--- config.mk ---
export PLATFORM = sky130hd
export DESIGN_NAME = multicycle_controller
export DESIGN_NICKNAME = d
export VERILOG_FILES = /design/src/rtl/cpu_ctrl_pkg.sv /design/src/rtl/opcode_classifier.sv /design/src/rtl/multicycle_controller.sv
export SDC_FILE = /design/constraint.sdc
export NUM_CORES = 1
export LEC_CHECK = 0
export BUFFER_PORTS_ARGS = -buffer_cell sky130_fd_sc_hd__buf_4
export CAP_MARGIN = 20
export CELL_PAD_IN_SITES_DETAIL_PLACEMENT = 0
export CELL_PAD_IN_SITES_GLOBAL_PLACEMENT = 2
export CORE_ASPECT_RATIO = 0.75
export CORE_UTILIZATION = 30
export CTS_CLUSTER_SIZE = 8
export DETAILED_ROUTE_END_ITERATION = 8
export PLACE_DENSITY_LB_ADDON = 0.05
export SLEW_MARGIN = 20
export SYNTH_ARGS = -nofsm -noshare
export SYNTH_HDL_FRONTEND = slang
export SYNTH_SLANG_ARGS = --single-unit
--- constraint.sdc ---
create_clock -name clk -period 1.8 [get_ports clk]
set_clock_uncertainty 0.05 [all_clocks]
set_input_delay 0.09 -clock clk [delete_from_list [all_inputs] [get_ports clk]]
set_output_delay 0.09 -clock clk [all_outputs]
set_load 0.1 [all_outputs]
--- src/rtl/cpu_ctrl_pkg.sv ---
// Shared encodings for the multicycle CPU control path: opcodes, FSM states,
// writeback/branch selects, error codes and the opcode class enum.
package cpu_ctrl_pkg;

    localparam logic [4:0] OP_MV   = 5'b00000;
    localparam logic [4:0] OP_ADD  = 5'b00001;
    localparam logic [4:0] OP_SUB  = 5'b00010;
    localparam logic [4:0] OP_CMP  = 5'b00011;
    localparam logic [4:0] OP_LD   = 5'b00100;
    localparam logic [4:0] OP_ST   = 5'b00101;
    localparam logic [4:0] OP_MVI  = 5'b10000;
    localparam logic [4:0] OP_ADDI = 5'b10001;
    localparam logic [4:0] OP_SUBI = 5'b10010;
    localparam logic [4:0] OP_CMPI = 5'b10011;
    localparam logic [4:0] OP_MVHI = 5'b10110;

    // Branch opcodes ignore bit 4, which picks register vs. pc-relative target.
    localparam logic [3:0] BR_J    = 4'b1000;
    localparam logic [3:0] BR_JZ   = 4'b1001;
    localparam logic [3:0] BR_JN   = 4'b1010;
    localparam logic [3:0] BR_CALL = 4'b1100;

    localparam logic [2:0] WB_MEM    = 3'b000;
    localparam logic [2:0] WB_ALU    = 3'b001;
    localparam logic [2:0] WB_PC2    = 3'b010;
    localparam logic [2:0] WB_RY     = 3'b011;
    localparam logic [2:0] WB_IMM8   = 3'b100;
    localparam logic [2:0] WB_HIBYTE = 3'b101;

    localparam logic [1:0] BRSEL_ALWAYS = 2'd0;
    localparam logic [1:0] BRSEL_Z      = 2'd1;
    localparam logic [1:0] BRSEL_N      = 2'd2;

    localparam logic [1:0] ERR_NONE    = 2'd0;
    localparam logic [1:0] ERR_ILLEGAL = 2'd1;
    localparam logic [1:0] ERR_TIMEOUT = 2'd2;

    typedef enum logic [2:0] {
        S_IDLE,
        S_FETCH,
        S_DECODE,
        S_EXECUTE,
        S_MEM,
        S_WRITEBACK,
        S_HALT
    } state_t;

    typedef enum logic [2:0] {
        CLS_ALU,
        CLS_MEM,
        CLS_BRANCH,
        CLS_MOVE,
        CLS_ILLEGAL
    } opc_class_t;

    function automatic logic [2:0] wb_src_of(input logic [4:0] op);
        logic [2:0] sel;
        sel = WB_ALU;
        case (op)
            OP_LD:   sel = WB_MEM;
            OP_MV:   sel = WB_RY;
            OP_MVI:  sel = WB_IMM8;
            OP_MVHI: sel = WB_HIBYTE;
            default: if (op[3:0] == BR_CALL) sel = WB_PC2;
        endcase
        return sel;
    endfunction

endpackage

--- src/rtl/opcode_classifier.sv ---
// Combinational opcode classifier: maps the instruction register opcode onto
// one of the alu / mem / branch / move / illegal classes.
module opcode_classifier
    import cpu_ctrl_pkg::*;
#(
    parameter int OPC_W = 5
) (
    input  logic [OPC_W-1:0] opcode,
    output opc_class_t       opc_class
);

    logic [4:0] op;
    logic       extra_zero;

    assign op = opcode[OPC_W-1:OPC_W-5];

    // Bits beyond the decoded 5-bit field must be zero for a legal opcode.
    generate
        if (OPC_W > 5) begin : g_extra
            assign extra_zero = (opcode[OPC_W-6:0] == '0);
        end else begin : g_no_extra
            assign extra_zero = 1'b1;
        end
    endgenerate

    always_comb begin
        opc_class = CLS_ILLEGAL;
        if (extra_zero) begin
            case (op)
                OP_ADD, OP_SUB, OP_CMP,
                OP_ADDI, OP_SUBI, OP_CMPI: opc_class = CLS_ALU;
                OP_LD, OP_ST:              opc_class = CLS_MEM;
                OP_MV, OP_MVI, OP_MVHI:    opc_class = CLS_MOVE;
                default: begin
                    if (op[3:0] inside {BR_J, BR_JZ, BR_JN, BR_CALL})
                        opc_class = CLS_BRANCH;
                end
            endcase
        end
    end

endmodule

--- src/rtl/multicycle_controller.sv ---
// Multicycle CPU control FSM: fetch, decode, execute, memory and writeback
// sequencing with a memory wait timeout and a sticky HALT state.
module multicycle_controller
    import cpu_ctrl_pkg::*;
#(
    parameter int OPC_W           = 5,
    parameter int TIMEOUT         = 16,
    parameter int HALT_ON_ILLEGAL = 1
) (
    input  logic             clk,
    input  logic             reset,
    input  logic             start,
    input  logic [OPC_W-1:0] opcode,
    input  logic             mem_ready,
    output logic             mem_req,
    output logic             mem_we,
    output logic             mem_sel,
    output logic             pc_en,
    output logic             pc_src,
    output logic             ir_load,
    output logic             reg_we,
    output logic             reg_dst,
    output logic [2:0]       wb_src,
    output logic             alu_op,
    output logic             b_src,
    output logic             ext_sel,
    output logic             nz_we,
    output logic             br_src,
    output logic [1:0]       br_sel,
    output logic             busy,
    output logic             halted,
    output logic [1:0]       err_code
);

    localparam logic [7:0] TIMEOUT_CNT = 8'(TIMEOUT);

    state_t     state;
    logic [7:0] wait_cnt;
    logic       pc_en_q;
    logic [4:0] op;
    opc_class_t opc_class;
    logic       wait_expired;

    assign op           = opcode[OPC_W-1:OPC_W-5];
    assign wait_expired = (wait_cnt + 8'd1) == TIMEOUT_CNT;

    opcode_classifier #(.OPC_W(OPC_W)) u_classifier (
        .opcode    (opcode),
        .opc_class (opc_class)
    );

    // IR load and PC increment must coincide with the fetch mem_ready strobe itself.
    assign ir_load = (state == S_FETCH) && mem_ready;
    assign pc_en   = pc_en_q || ir_load;

    // Outputs are registered for the state being entered, so each is cleared by default.
    always_ff @(posedge clk or posedge reset) begin
        if (reset) begin
            state    <= S_IDLE;
            wait_cnt <= '0;
            err_code <= ERR_NONE;
            mem_req  <= 1'b0;
            mem_we   <= 1'b0;
            mem_sel  <= 1'b0;
            pc_en_q  <= 1'b0;
            pc_src   <= 1'b0;
            reg_we   <= 1'b0;
            reg_dst  <= 1'b0;
            wb_src   <= WB_MEM;
            alu_op   <= 1'b0;
            b_src    <= 1'b0;
            ext_sel  <= 1'b0;
            nz_we    <= 1'b0;
            br_src   <= 1'b0;
            br_sel   <= BRSEL_ALWAYS;
            busy     <= 1'b0;
            halted   <= 1'b0;
        end else begin
            mem_req <= 1'b0;
            mem_we  <= 1'b0;
            mem_sel <= 1'b0;
            pc_en_q <= 1'b0;
            pc_src  <= 1'b0;
            reg_we  <= 1'b0;
            reg_dst <= 1'b0;
            wb_src  <= WB_MEM;
            alu_op  <= 1'b0;
            b_src   <= 1'b0;
            ext_sel <= 1'b0;
            nz_we   <= 1'b0;
            br_src  <= 1'b0;
            br_sel  <= BRSEL_ALWAYS;
            busy    <= 1'b1;
            halted  <= 1'b0;
            case (state)
                S_IDLE: begin
                    if (start) begin
                        state    <= S_FETCH;
                        wait_cnt <= '0;
                        mem_req  <= 1'b1;
                    end else begin
                        busy <= 1'b0;
                    end
                end
                S_FETCH: begin
                    if (mem_ready) begin
                        state <= S_DECODE;
                    end else if (wait_expired) begin
                        state    <= S_HALT;
                        err_code <= ERR_TIMEOUT;
                        busy     <= 1'b0;
                        halted   <= 1'b1;
                    end else begin
                        wait_cnt <= wait_cnt + 8'd1;
                        mem_req  <= 1'b1;
                    end
                end
                S_DECODE: begin
                    if (opc_class == CLS_ILLEGAL) begin
                        if (HALT_ON_ILLEGAL != 0) begin
                            state    <= S_HALT;
                            err_code <= ERR_ILLEGAL;
                            busy     <= 1'b0;
                            halted   <= 1'b1;
                        end else begin
                            state    <= S_FETCH;
                            wait_cnt <= '0;
                            mem_req  <= 1'b1;
                        end
                    end else begin
                        state <= S_EXECUTE;
                        case (opc_class)
                            CLS_ALU: begin
                                alu_op <= op inside {OP_SUB, OP_CMP, OP_SUBI, OP_CMPI};
                                b_src  <= op inside {OP_ADDI, OP_SUBI, OP_CMPI};
                                nz_we  <= 1'b1;
                            end
                            CLS_BRANCH: begin
                                pc_en_q <= 1'b1;
                                pc_src  <= 1'b1;
                                br_src  <= op[4];
                                ext_sel <= op[4];
                                br_sel  <= (op[3:0] == BR_JZ) ? BRSEL_Z :
                                           (op[3:0] == BR_JN) ? BRSEL_N : BRSEL_ALWAYS;
                            end
                            CLS_MOVE: b_src <= (op == OP_MVHI);
                            default: ;
                        endcase
                    end
                end
                S_EXECUTE: begin
                    if (opc_class == CLS_MEM) begin
                        state    <= S_MEM;
                        wait_cnt <= '0;
                        mem_req  <= 1'b1;
                        mem_sel  <= 1'b1;
                        mem_we   <= (op == OP_ST);
                    end else if (op inside {OP_CMP, OP_CMPI} ||
                                 (opc_class == CLS_BRANCH && op[3:0] != BR_CALL)) begin
                        state    <= S_FETCH;
                        wait_cnt <= '0;
                        mem_req  <= 1'b1;
                    end else begin
                        state   <= S_WRITEBACK;
                        reg_we  <= 1'b1;
                        reg_dst <= (opc_class == CLS_BRANCH);
                        wb_src  <= wb_src_of(op);
                    end
                end
                S_MEM: begin
                    if (mem_ready) begin
                        if (op == OP_ST) begin
                            state    <= S_FETCH;
                            wait_cnt <= '0;
                            mem_req  <= 1'b1;
                        end else begin
                            state  <= S_WRITEBACK;
                            reg_we <= 1'b1;
                            wb_src <= WB_MEM;
                        end
                    end else if (wait_expired) begin
                        state    <= S_HALT;
                        err_code <= ERR_TIMEOUT;
                        busy     <= 1'b0;
                        halted   <= 1'b1;
                    end else begin
                        wait_cnt <= wait_cnt + 8'd1;
                        mem_req  <= 1'b1;
                        mem_sel  <= 1'b1;
                        mem_we   <= (op == OP_ST);
                    end
                end
                S_WRITEBACK: begin
                    state    <= S_FETCH;
                    wait_cnt <= '0;
                    mem_req  <= 1'b1;
                end
                S_HALT: begin
                    busy   <= 1'b0;
                    halted <= 1'b1;
                end
                default: begin
                    state <= S_IDLE;
                    busy  <= 1'b0;
                end
            endcase
        end
    end

endmodule

==> impl_metrics.tcl <==
set metrics [dict create \
    violations "negative setup slack" \
    drc 0 \
    crit_required_ps 1920 \
    synth-xor-area-share_pct 0.5267 \
    clockRootBuffer "clkbuf_8" \
    synth-simple-area-share_pct 24.45 \
    synthCells 176 \
    h-tree-depth 2 \
    fp-row-count 23 \
    first_global_vias 1504 \
    firstDrtPassIters 4 \
    synth_compound_area_share_pct 22.72 \
    max-vdd-ir-drop_uv 647.2 \
    fin_crit_sh_pct 100.6 \
    setup_ws_ps -10.34 \
    chipHeight_um 66.48 \
    n_antenna_cell 0 \
    p_leak_nw 1.120 \
    synth_area_per_cell_um2 9.448 \
    cts_tree "built" \
    cap_violations 0 \
    yosysWarnings 0 \
    cp_data_arrival_time_ps 1930 \
    whs_ps 39.73 \
    viasPerCell 5.066 \
    synth_seq_cells 30 \
    syn_nets 186 \
    clock_latency_ps 280 \
    synth-async-reset-ratio_pct 100.0 \
    via_count 1606 \
    grt_usage_pct 17.06 \
    cts_made_buffers 5 \
    final_common_cell "buf_4" \
    postRouteAntennaNets 0 \
    regArea_um2 753.2 \
    cts_max_path_buffers 2 \
    place.port_buffers 30 \
    crit_fanout 6 \
    hp-class "in -> reg" \
    detailedRoute.firstIterationViolations 76 \
    grt_pass1_wl_um 7458 \
    gp_congestion 0.8338 \
    yosys_most_used_dff "dfrtp_1" \
    pre_cts_slack_ps -53.32 \
    place_area_um2 2178 \
    gr-total-overflow 0 \
    syn_to_final_growth_pct 44.17 \
    synth_fa_ha_area_share_pct 0.7524 \
    core-area_um2 5353 \
    status "finished, violations left" \
    wl_per_cell_um 14.85 \
    syn_area_um2 1663 \
    hold_viol 0 \
    nets 251 \
    io_pins 31 \
    fmax_ghz 0.5524 \
    multiInputGateArea_um2 919.6 \
    tns_ps -16.28 \
    grt_setup_unrepaired "true" \
    cp-end-kind "flip-flop" \
    cts_sinks 30 \
    layout_common_cells "buf_4, dfrtp_1, nor2_1, nand2_1, o21ai_0" \
    clk_pin_slew_worst_paths_ps 70 \
    start_util_pct 31.07 \
    antenna_found_initial 0 \
    finalMaxSlewViolations 0 \
    tightest_slew_ps 470.3 \
    min_period_ps 1810 \
    fin_area_um2 2397 \
    design.die.area_um2 5847 \
    synth-edff-count 0 \
    startpoint_type "flip-flop" \
    yosysSeqAreaShare_pct 45.15 \
    fp.dieW_um 87.97 \
    ys_types 51 \
    p_per_area_nw_per_um2 1430 \
    drive_above_1_share_pct 39.26 \
    setup_violations 2 \
    crit_type "reg -> reg" \
    slew_headroom_pct 67.83 \
    hpwl_um 3476 \
    synth_top_family_by_area "simple AND/OR/NAND/NOR gates" \
    fillCellCount 560 \
    muxShareOfSynthArea_pct 1.881 \
    grt_max_degree 31 \
    finalWirelength_um 4707 \
]
[flip-flops by register name (all words and copies together), names as in the netlist]
signal,cells
wb_src,3
state,3
mem_req,1
br_sel,2
pc_en_q,1
alu_op,1
reg_dst,1
mem_sel,1
err_code,2
nz_we,1
mem_we,1
br_src,1
b_src,1
wait_cnt,8
busy,1
reg_we,1
halted,1
[layer usage]
| layer | up-vias | share of wire (%) | GRT usage [%] |
|---|---|---|---|
| met3 | 4 | 4.9 | 3.841 |
| met2 | 39 | 41 | 24.13 |
| met1 | 773 | 54 | 25.98 |
| met4 | 0 | 0.55 | 3.689 |
| li1 | 790 | - | - |
| met5 | - | 0 | 0 |
[path summary, 6_finish.rpt]
path / cells past startpoint / startpoint / end / slack [ps]
worst max-delay path: 6 / state[0] / wait_cnt[1] / -10
worst min-delay path: 2 / opcode[0] / reg_dst / 40
worst max register to register: 6 / state[0] / wait_cnt[1] / -10
worst min register to register: 1 / err_code[0] / err_code[0] / 500
max in group asynchronous: 4 / reset / state[0] / 990
min in group asynchronous: 4 / reset / wait_cnt[1] / 400
[metrics by stage]
stage / power (W) / utilization [%] / cells
final: 0.003429 / 44.79 / 317
after global routing: 0.003625 / 44.79 / 317
after floorplan: 0.002079 / - / 176
after CTS: 0.003302 / 43.22 / 315
after global placement: 0.002689 / 40.70 / 303
after detailed placement: 0.002690 / 40.70 / 303
[critical path: stages (launching register included)]
cell	delay, ps
dfrtp_2	450
nor2b_4	150
buf_4	160
o21a_1	200
buf_6	140
a211o_1	320
a32o_1	220
[report_power, final]
part	internal [W]	switching [W]
clock network	0.000307	0.000267
registers	0.000802	0.000114
logic	0.000695	0.00124
[timing repair]
| item | 4_1_cts | 5_1_grt |
|---|---|---|
| hold endpoints to repair | 30 | 0 |
| hold buffers | 1 | 0 |
| resized for setup | 2 | 14 |
| setup endpoints to repair | 4 | 16 |
| pin swaps | 1 | 3 |
| setup buffers | 3 | 2 |
[cells by family after synthesis]
family / Yosys count
buffers and inverters: 16
AND/OR/NAND/NOR: 73
AO/OA/AOI/OAI: 52
flip-flops: 30
XOR/XNOR: 1
adder cells (fa/ha/maj): 1
multiplexers: 3
[synthesized netlist by cell type (all sizes together) (3+ instances only)]
cell type | count | area share, %
dfrtp | 30 | 45
nor2b | 4 | 1.5
nor3 | 6 | 1.8
a31oi | 5 | 2.3
or3 | 4 | 1.5
clkbuf | 4 | 0.90
buf | 5 | 2.0
nand2 | 13 | 2.9
nand3 | 7 | 2.1
inv | 7 | 1.6
nor3b | 3 | 1.4
o21ai | 8 | 2.4
and3 | 3 | 1.1
nand2b | 6 | 2.3
a211oi | 4 | 1.8
nor2 | 13 | 2.9
a211o | 3 | 1.6
a21oi | 8 | 2.6
o31ai | 3 | 1.4
o211ai | 3 | 1.4
[area by class of cell]
type                       count  area share [%]
timing repair buffer          67           21.24
tap                           75           3.914
multi-input combinational    130           38.36
clock inverter                 2          0.5219
inverter                       7           1.096
clock buffer                   6           3.445
sequential                    30           31.42
No activity file was read; power rests on OpenSTA's default activity.
